**config.mk**
```make
export PLATFORM = sky130hd
export DESIGN_NAME = axi_stream_loopback_delay
export DESIGN_NICKNAME = d
export VERILOG_FILES = /design/src/rtl/axi_stream_loopback_delay.sv
export SDC_FILE = /design/constraint.sdc
export NUM_CORES = 1
export LEC_CHECK = 0
export CAP_MARGIN = 15
export CORE_UTILIZATION = 55
export CTS_CLUSTER_DIAMETER = 40
export CTS_CLUSTER_SIZE = 40
export DETAILED_ROUTE_END_ITERATION = 10
export GPL_ROUTABILITY_DRIVEN = 0
export PLACE_DENSITY = 0.92
export SLEW_MARGIN = 20
export SYNTH_ARGS = -nofsm -noshare
export SYNTH_HDL_FRONTEND = slang
export SYNTH_SLANG_ARGS = --single-unit
```
**constraint.sdc**
```tcl
create_clock -name clk -period 20.4 [get_ports clk]
set_input_delay 5.1 -clock clk [delete_from_list [all_inputs] [get_ports clk]]
set_output_delay 5.1 -clock clk [all_outputs]
set_load 0.01 [all_outputs]
```
**src/rtl/axi_stream_loopback_delay.sv**
```systemverilog
// Frame-aware multi-channel AXI Stream loopback with a fixed-latency return path.
// Optional single-shot tdata[0] corruption is built when AXIS_LOOPBACK_ERR_INJECT_EN is defined.
module axi_stream_loopback_delay #(
  parameter int unsigned NCHAN       = 2,
  parameter int unsigned DATA_WIDTH  = 32,
  parameter int unsigned LATENCY     = 4,
  parameter int unsigned COUNT_WIDTH = 16
) (
  input  logic                          clk,
  input  logic                          reset,
  input  logic [NCHAN-1:0]              close_loop,
  input  logic [NCHAN*DATA_WIDTH-1:0]   tx_tdata,
  input  logic [NCHAN-1:0]              tx_tlast,
  input  logic [NCHAN-1:0]              tx_tvalid,
`ifdef AXIS_LOOPBACK_ERR_INJECT_EN
  input  logic [NCHAN-1:0]              inject_err,
`endif
  output logic [NCHAN*DATA_WIDTH-1:0]   rx_tdata,
  output logic [NCHAN-1:0]              rx_tlast,
  output logic [NCHAN-1:0]              rx_tvalid,
  output logic [2*NCHAN-1:0]            loop_state,
  output logic [NCHAN*COUNT_WIDTH-1:0]  frames_out
);

  typedef enum logic [1:0] {
    StOpen     = 2'd0,
    StClosed   = 2'd1,
    StDraining = 2'd2
  } loop_state_e;

  for (genvar i = 0; i < NCHAN; i++) begin : g_chan
    logic [DATA_WIDTH-1:0]  tdata;
    logic [DATA_WIDTH-1:0]  beat_data;
    loop_state_e            state_q, state_d;
    logic                   in_frame_q, in_frame_d;
    logic                   pass;
    logic [LATENCY-1:0]     vld_q;
    logic [LATENCY-1:0]     last_q;
    logic [DATA_WIDTH-1:0]  data_q [LATENCY];
    logic [COUNT_WIDTH-1:0] frames_q;

    assign tdata = tx_tdata[i*DATA_WIDTH +: DATA_WIDTH];

    always_ff @(posedge clk or posedge reset) begin
      if (reset) begin
        state_q    <= StOpen;
        in_frame_q <= 1'b0;
      end else begin
        state_q    <= state_d;
        in_frame_q <= in_frame_d;
      end
    end

    // Frame tracking follows every TX beat, passed or discarded, so loop switching
    // always lands on a real frame boundary.
    always_comb begin
      in_frame_d = in_frame_q;
      if (tx_tvalid[i]) in_frame_d = ~tx_tlast[i];
      state_d = state_q;
      unique case (state_q)
        StOpen: begin
          if (close_loop[i] && !in_frame_q) state_d = StClosed;
        end
        StClosed: begin
          if (!close_loop[i]) state_d = in_frame_d ? StDraining : StOpen;
        end
        StDraining: begin
          if (close_loop[i])                     state_d = StClosed;
          else if (tx_tvalid[i] && tx_tlast[i])  state_d = StOpen;
        end
        default: state_d = StOpen;
      endcase
    end

    always_comb begin
      pass = 1'b0;
      unique case (state_q)
        StOpen:               pass = tx_tvalid[i] & close_loop[i] & ~in_frame_q;
        StClosed, StDraining: pass = tx_tvalid[i];
        default:              pass = 1'b0;
      endcase
    end

    assign loop_state[2*i +: 2] = state_q;

`ifdef AXIS_LOOPBACK_ERR_INJECT_EN
    logic pending_q;
    logic corrupt;

    // A pulse coinciding with a passed beat corrupts that beat without queueing another.
    assign corrupt = pass & (pending_q | inject_err[i]);

    always_ff @(posedge clk or posedge reset) begin
      if (reset) begin
        pending_q <= 1'b0;
      end else if (corrupt) begin
        pending_q <= 1'b0;
      end else if (inject_err[i]) begin
        pending_q <= 1'b1;
      end
    end

    assign beat_data = tdata ^ {{(DATA_WIDTH-1){1'b0}}, corrupt};
`else
    assign beat_data = tdata;
`endif

    always_ff @(posedge clk or posedge reset) begin
      if (reset) begin
        vld_q  <= '0;
        last_q <= '0;
        for (int s = 0; s < LATENCY; s++) data_q[s] <= '0;
      end else begin
        vld_q[0]  <= pass;
        last_q[0] <= pass & tx_tlast[i];
        data_q[0] <= beat_data;
        for (int s = 1; s < LATENCY; s++) begin
          vld_q[s]  <= vld_q[s-1];
          last_q[s] <= last_q[s-1];
          data_q[s] <= data_q[s-1];
        end
      end
    end

    always_ff @(posedge clk or posedge reset) begin
      if (reset) begin
        frames_q <= '0;
      end else if (vld_q[LATENCY-1] && last_q[LATENCY-1]) begin
        frames_q <= frames_q + {{(COUNT_WIDTH-1){1'b0}}, 1'b1};
      end
    end

    assign rx_tvalid[i] = vld_q[LATENCY-1];
    assign rx_tlast[i]  = vld_q[LATENCY-1] & last_q[LATENCY-1];
    assign rx_tdata[i*DATA_WIDTH +: DATA_WIDTH] =
        vld_q[LATENCY-1] ? data_q[LATENCY-1] : '0;
    assign frames_out[i*COUNT_WIDTH +: COUNT_WIDTH] = frames_q;
  end

endmodule

```
# Yosys cells after proc, flatten, opt, wreduce, memory -nomap -nowiden
# Index checks and enable logic that the tools add are counted.
dict set report totals {
  word_cells 74
  reg_bits 310
  in_bits 72
  out_inout_bits 104
}
dict set report classes {
  bitwise 12
  addsub 2
  muxes 18
  reduce_logical 14
  eq_ne 10
}
# cell count
set ops {}
lappend ops {{$mux 32} 2}
lappend ops {{$add 16x1->16 const B} 2}
lappend ops {{$mux 2} 10}
lappend ops {{$pmux 2 s3} 2}
lappend ops {{$and 1x1->1} 8}
lappend ops {{$ne 2x2->1 const B} 4}
lappend ops {{$logic_and 1x1->1} 6}
lappend ops {{$ne 3x3->1 const B} 2}
lappend ops {{$reduce_and 3->1} 2}
lappend ops {{$eq 2x1->1 const B} 2}
lappend ops {{$eq 2x2->1 const B} 2}
lappend ops {{$logic_not 2->1} 2}
lappend ops {{$not 1->1} 4}
lappend ops {{$pmux 1 s2} 2}
lappend ops {{$reduce_or 2->1} 2}
lappend ops {{$logic_not 1->1} 2}
lappend ops {{$mux 1} 2}

# Longest topological paths before layout
# Gate-level depths: netlist (run 1).
dict set report logic_depth {
  depth_word 5
  ltp_mapped 6
  mapped_depth_nobuf 6
}

# Worst setup path after synthesis (run 1)
# OpenSTA, ideal clock, no wires.
dict set report synth_path {
  path_type {input -> register}
  start {in tx_tlast[0]}
  end {reg g_chan[0].state_q[0]}
  setup_time_ps 125
  path_buffers 0
  path_slack_ps 14486
  t_required_ps 20275
  arrival_ps 5789
  path_stages 4
  cell_sequence {nand2_1 > nand2_1 > o21ai_0 > mux2_2}
}
dict set report synth_between {
  elab_chain_cells 3
}
# element line
set synth_rtl {}
lappend synth_rtl {{from (decl)} 13} ;# input logic [NCHAN-1:0] tx_tlast,
lappend synth_rtl {{$logic_and 1x1->1} 69} ;# else if (tx_tvalid[i] && tx_tlast[i]) state_d = StOpen;
lappend synth_rtl {{$ne 3x3->1 (no source line)} n/a}
lappend synth_rtl {{$reduce_and 3->1 (no source line)} n/a}
lappend synth_rtl {{to (signal assigned)} 46} ;# state_q <= StOpen;
lappend synth_rtl {{to (signal assigned)} 49} ;# state_q <= state_d;
lappend synth_rtl {{to (decl)} 34} ;# loop_state_e state_q, state_d;
# Every way passes these cells.
# A chain may end at the register's enable or synchronous reset.

# Worst setup path after layout (run 1)
dict set report layout_path {
  start {reg g_chan[0].vld_q[3]}
  end {out rx_tlast[0]}
}
dict set report layout_between {
  elab_chain_cells 1
}
# element line
set layout_rtl {}
lappend layout_rtl {{from (decl)} 37} ;# logic [LATENCY-1:0] vld_q;
lappend layout_rtl {{from (signal, indexed assignment)} 118} ;# vld_q[s] <= vld_q[s-1];
lappend layout_rtl {{$and 1x1->1} 134} ;# assign rx_tlast[i] = vld_q[LATENCY-1] & last_q[LATENCY-1];
lappend layout_rtl {{to (decl)} 19} ;# output logic [NCHAN-1:0] rx_tlast,
# Every way passes these cells.

==> flow_summary_export.csv, run 1 <==
group,metric,value,unit
detailed_routing,wire_per_inst,17.4,µm
clock_tree,post_cts_buffers,0,
clock_tree,holdBufCountCts,0,
cells_and_area,final_util,77.5,%
die,core,0.0161,mm²
sta,setup_violations,0,
sta,period_minus_slack,7.60,ns
logic_synthesis,synth_nets,597,
detailed_routing,wl,16800,µm
setup_path,cp_cell_sequence,"nand2_1 > inv_1 > clkdlybuf4s50_1",
grt,grt_pass1_vias,5159,
setup_path,cp_top_family,"flip-flops",
logic_synthesis,ys.flop_type,"dfrtp_1",
flow_run,cap_violations,0,
sta,holdWs,0.333,ns
clock_tree,h-tree-depth,2,
placement,dpl_worst_slack,11.97,ns
cells_and_area,diodes,0,
sta,max_freq,132,MHz
detailed_routing,drc,0,
cells_and_area,nets,803,
cells_and_area,drive_gt1_share,10.6,%
cells_and_area,areaGrowthSynthToFinish,35.6,%
power,power_leakage,5.64,nW
setup_path,critPathMaxFanout,35,
sta,tightestPinTransition,0.995,ns
setup_path,worst-path-stages,3,
clock_tree,cts_root_buf,"clkbuf_16",
hold_path,hold_path_depth,0,
clock_tree,cts_buffers,35,
logic_synthesis,synth-seq-area-share,84.5,%
grt,grt_max_degree,137,
detailed_routing,drt_pass1_iterations,4,
cells_and_area,mostFrequentLayoutCell,"dfrtp_1",
die,start_util,57.1,%
detailed_routing,vias,4603,
setup_path,arrival,2.50,ns
clock_tree,cts.sinks,310,
die,die_width,131,µm
power,ir_drop,0.103,mV
power,power_density,125,mW/mm²
die,fp-row-count,46,
logic_synthesis,synth_edf_count,0,
clock_tree,path_clk_slew,0.06,ns
grt,grt.total_usage,21.2,%
clock_tree,clock_path_buffers,3,
clock_tree,ctsResizeCount,0,
setup_path,cp.required,15.30,ns
logic_synthesis,yosys_warnings,0,
detailed_routing,ant_nets,0,
logic_synthesis,synth_seq_cells,310,
clock_tree,cts_tree,"yes",
placement,dp_hpwl,10400,µm
grt,antenna_found_initial,1,
sta,finalCritPeriodShare,37.2,%
setup_path,crit_path_top_delay_cell,"dfrtp_1",
logic_synthesis,syn_avg_cell_area,17.8,µm²
placement,io_buffers,175,
run_status,status,"completed",
sta,slew_headroom,33.7,%
sta,finalSetupTns,0,ns
setup_path,cp-start-kind,"flop",
grt,grt_pass1_wl,27500,µm
logic_synthesis,synthesis.area,0.00918,mm²
setup_path,reg2reg_depth,4,
sta,finClkSkew,0.0148,ns
hold_path,hp-class,"flop to flop",
sta,slew_viol_final,0,
setup_path,critical_path_class,"flop to output pin",
setup_path,cp.buffers_inverters,2,
power,power,1.55,mW
grt,grt-ovfl-total,0,
sta,rsz0062_at_grt,"false",
die,die_height,131,µm
clock_tree,worstSkewPairLatency,0.51,ns
detailed_routing,avgViaCountPerCell,4.78,
logic_synthesis,netlist_instances,515,
setup_path,max_stage_delay,0.99,ns
die,ios,176,
logic_synthesis,ys_types,34,
sta,hold_violations,0,
cells_and_area,final_cell_mix,"dfrtp_1 (310), clkdlybuf4s50_1 (175), and2_1 (68)",
die,die_area,0.0172,mm²
cells_and_area,fillers,823,
sta,fin_ws,12.80,ns
logic_synthesis,async_reset_ff_share,100,%
detailed_routing,initialDrtViolationCount,253,
setup_path,critPathCaptureType,"output pin",
## sequential cells by signal (all words and copies together), names as in the netlist
signal             cells
g_chan.data_q        256
g_chan.frames_q       32
g_chan.in_frame_q      2
g_chan.last_q          8
g_chan.state_q         4
g_chan.vld_q           8
## layer usage
layer  routed length (µm)  up-vias  GRT usage [%]
met5                    0        -              0
met4                  398        0           7.71
met3                  997       29           5.94
met2                 8970      158           36.3
met1                 6410     2354           25.7
li1                     -     2062              -
## cell type report
class                      count  area (µm²)  area share, %
clock inverter                24         314           2.52
sequential                   310        7760           62.4
tap                          216         270           2.17
multi-input combinational    188        1340           10.8
timing repair buffer         177        1770           14.3
inverter                       9        41.3          0.332
clock buffer                  38         940           7.55
## report_power, final
part	internal, mW	total (mW)	leakage [nW]	switching (mW)
Combinational	0.111	0.200	1.33	0.0890
Clock	0.395	0.653	0.600	0.258
Sequential	0.660	0.698	3.71	0.0379
## synthesized netlist by cell type, types with 5 or more instances
| cell type | instances | area, µm² |
|---|---|---|
| nand3_1 | 7 | 35.0 |
| dfrtp_1 | 310 | 7760 |
| nor2_1 | 8 | 30.0 |
| and3_1 | 6 | 37.5 |
| and2_1 | 68 | 425 |
| nand4_1 | 5 | 31.3 |
| xor2_1 | 14 | 123 |
| inv_1 | 9 | 33.8 |
| nand2_1 | 19 | 71.3 |
| ha_1 | 10 | 125 |
| nor3_2 | 5 | 50.1 |
| xnor2_1 | 16 | 140 |
## kinds of logic after synthesis
logic type / share of synthesized area [%]
flip-flops: 84.5
adder cells (fa/ha/maj): 1.36
AND/OR/NAND/NOR: 9.14
multiplexers: 0.586
AO/OA/AOI/OAI: 0.682
buffers and inverters: 0.818
XOR/XNOR: 2.86
## final timing paths
path	from	slack, ns	endpoint
min in group asynchronous	reset	5.20	g_chan[1].data_q[68]
hold / removal	g_chan[0].data_q[94]	0.33	g_chan[0].data_q[62]
setup reg to reg	g_chan[1].vld_q[3]	18.28	g_chan[1].frames_q[10]
hold reg to reg	g_chan[0].data_q[94]	0.33	g_chan[0].data_q[62]
max in group asynchronous	reset	13.21	g_chan[0].data_q[77]
setup / recovery	g_chan[0].vld_q[3]	12.80	rx_tlast[0]
## per-stage QoR
step,instances,instance area [µm²]
finish,962,12400
global route,962,12400
CTS,962,12400
detailed placement,900,11200
global placement,900,11200
floorplan,515,9180
Note: power is estimated with default switching activity, not from simulation.
==> run 2, diff against run 1 <==
- CORE_UTILIZATION: 55 -> 46
- PLACE_DENSITY: 0.92 -> 0.83
- clock period: 20.4 -> 6.8 ns (I/O delays scaled with it)
==> flow_summary_export.csv, run 2 (same netlist as run 1, synthesis figures left out) <==
group,metric,value,unit
cells_and_area,drive_gt1_share,10.2,%
setup_path,max_stage_delay,0.96,ns
clock_tree,path_clk_slew,0.07,ns
detailed_routing,drc,0,
cells_and_area,final_cell_mix,"dfrtp_1 (310), clkdlybuf4s50_1 (175), and2_1 (68)",
cells_and_area,diodes,0,
cells_and_area,top_regs,"g_chan.data_q x256, g_chan.frames_q x32",
hold_path,hp-class,"flop to flop",
cells_and_area,nets,803,
clock_tree,cts_root_buf,"clkbuf_16",
die,die_height,143,µm
placement,io_buffers,175,
setup_path,cp-start-kind,"flop",
detailed_routing,vias,4498,
detailed_routing,avgViaCountPerCell,4.46,
die,die_width,143,µm
cells_and_area,top_register,"g_chan.data_q",
clock_tree,cts.sinks,310,
power,power,4.49,mW
detailed_routing,ant_nets,0,
sta,slew_viol_final,0,
cells_and_area,largest_reg_flops,256,
sta,setup_violations,0,
cells_and_area,mostFrequentLayoutCell,"dfrtp_1",
sta,finClkSkew,0.0207,ns
detailed_routing,drt_pass1_iterations,4,
grt,grt.total_usage,15.0,%
grt,grt_pass1_wl,23500,µm
clock_tree,cts_tree,"yes",
setup_path,critical_path_class,"flop to output pin",
flow_run,cap_violations,0,
sta,max_freq,243,MHz
die,fp-row-count,51,
grt,grt-ovfl-total,0,
placement,placed_area,0.0113,mm²
power,power_leakage,5.61,nW
sta,hold_violations,0,
die,start_util,47.0,%
setup_path,critPathCaptureType,"output pin",
clock_tree,clock_path_buffers,3,
setup_path,cp_cell_sequence,"nand2_1 > inv_1 > clkdlybuf4s50_1",
die,die_area,0.0205,mm²
grt,grt_max_degree,171,
die,ios,176,
setup_path,cp.buffers_inverters,2,
setup_path,crit_path_top_delay_cell,"dfrtp_1",
clock_tree,h-tree-depth,2,
clock_tree,worstSkewPairLatency,0.49,ns
cells_and_area,areaGrowthSynthToFinish,35.3,%
setup_path,cp_top_family,"flip-flops",
cells_and_area,fin_area,0.0124,mm²
detailed_routing,initialDrtViolationCount,197,
sta,slew_headroom,37.0,%
clock_tree,cts_buffers,34,
placement,dp_hpwl,9380,µm
sta,period_minus_slack,4.12,ns
power,ir_drop,0.250,mV
run_status,status,"completed",
detailed_routing,wire_per_inst,14.3,µm
power,power_density,361,mW/mm²
die,core,0.0195,mm²
clock_tree,post_cts_buffers,0,
setup_path,cp.required,5.10,ns
grt,antenna_found_initial,0,
detailed_routing,wl,14400,µm
sta,finalCritPeriodShare,60.5,%
clock_tree,ctsResizeCount,0,
sta,rsz0062_at_grt,"false",
sta,tightestPinTransition,0.945,ns
setup_path,critPathMaxFanout,35,
setup_path,arrival,2.42,ns
clock_tree,holdBufCountCts,0,
grt,grt_pass1_vias,4754,
sta,finalSetupTns,0,ns
[run 2: cell count changes in the layout (fill, tap and decap cells not counted), moves of 3 or more]
cell / change
clkinv_4: -4
inv_8: +6
bufinv_16: -3
inv_6: -3
[run 2: worst register-to-register path, delay by kind of cell (launching register included)]
kind	cells	cell delay, ns
flip-flops	1	0.96
AND/OR/NAND/NOR	3	0.89
XOR/XNOR	1	0.15
[run 2: final cells by class]
| class | count | area, µm² |
|---|---|---|
| fillers | 1369 | 7110 |
| clock buffers | 39 | 921 |
| multi-input cells | 188 | 1340 |
| flip-flops and latches | 310 | 7760 |
| clock inverters | 20 | 240 |
| repair buffers | 178 | 1790 |
| inverters | 9 | 37.5 |
| well taps | 265 | 332 |
[run 2: stage by stage]
step	util [%]	setup WS [ns]	hold WS [ns]	cells
2_1_floorplan	-	0.973	0.331	515
3_3_place_gp	57.6	3.16	0.331	950
3_5_place_dp	57.6	3.14	0.335	950
4_1_cts	63.6	2.58	0.340	1009
5_1_grt	63.6	2.42	0.343	1009
6_report	63.6	2.68	0.336	1009
[run 2: power breakdown]
| part | switching (mW) | total, mW | leakage [nW] | internal [mW] |
|---|---|---|---|---|
| Combinational | 0.245 | 0.576 | 1.33 | 0.330 |
| Sequential | 0.108 | 2.09 | 3.71 | 1.98 |
| Clock | 0.762 | 1.82 | 0.572 | 1.06 |
| Total | 1.12 | 4.49 | 5.61 | 3.37 |
[run 2: path summary, 6_finish.rpt]
check,depth (start not counted),slack (ns),from,endpoint
max,3,2.68,g_chan[0].vld_q[3],rx_tlast[0]
min,0,0.34,g_chan[0].data_q[106],g_chan[0].data_q[74]
max reg2reg,4,4.70,g_chan[1].vld_q[3],g_chan[1].frames_q[10]
min reg2reg,0,0.34,g_chan[0].data_q[106],g_chan[0].data_q[74]
max in group asynchronous,3,4.27,reset,g_chan[1].data_q[100]
min in group asynchronous,3,1.78,reset,g_chan[1].frames_q[7]
[run 2: routing by layer]
metal  share of wire [%]  global-route usage [%]
met5                   0                       0
met4                 3.0                    7.11
met3                 7.1                    4.59
met2                  50                    24.7
met1                  39                    18.2
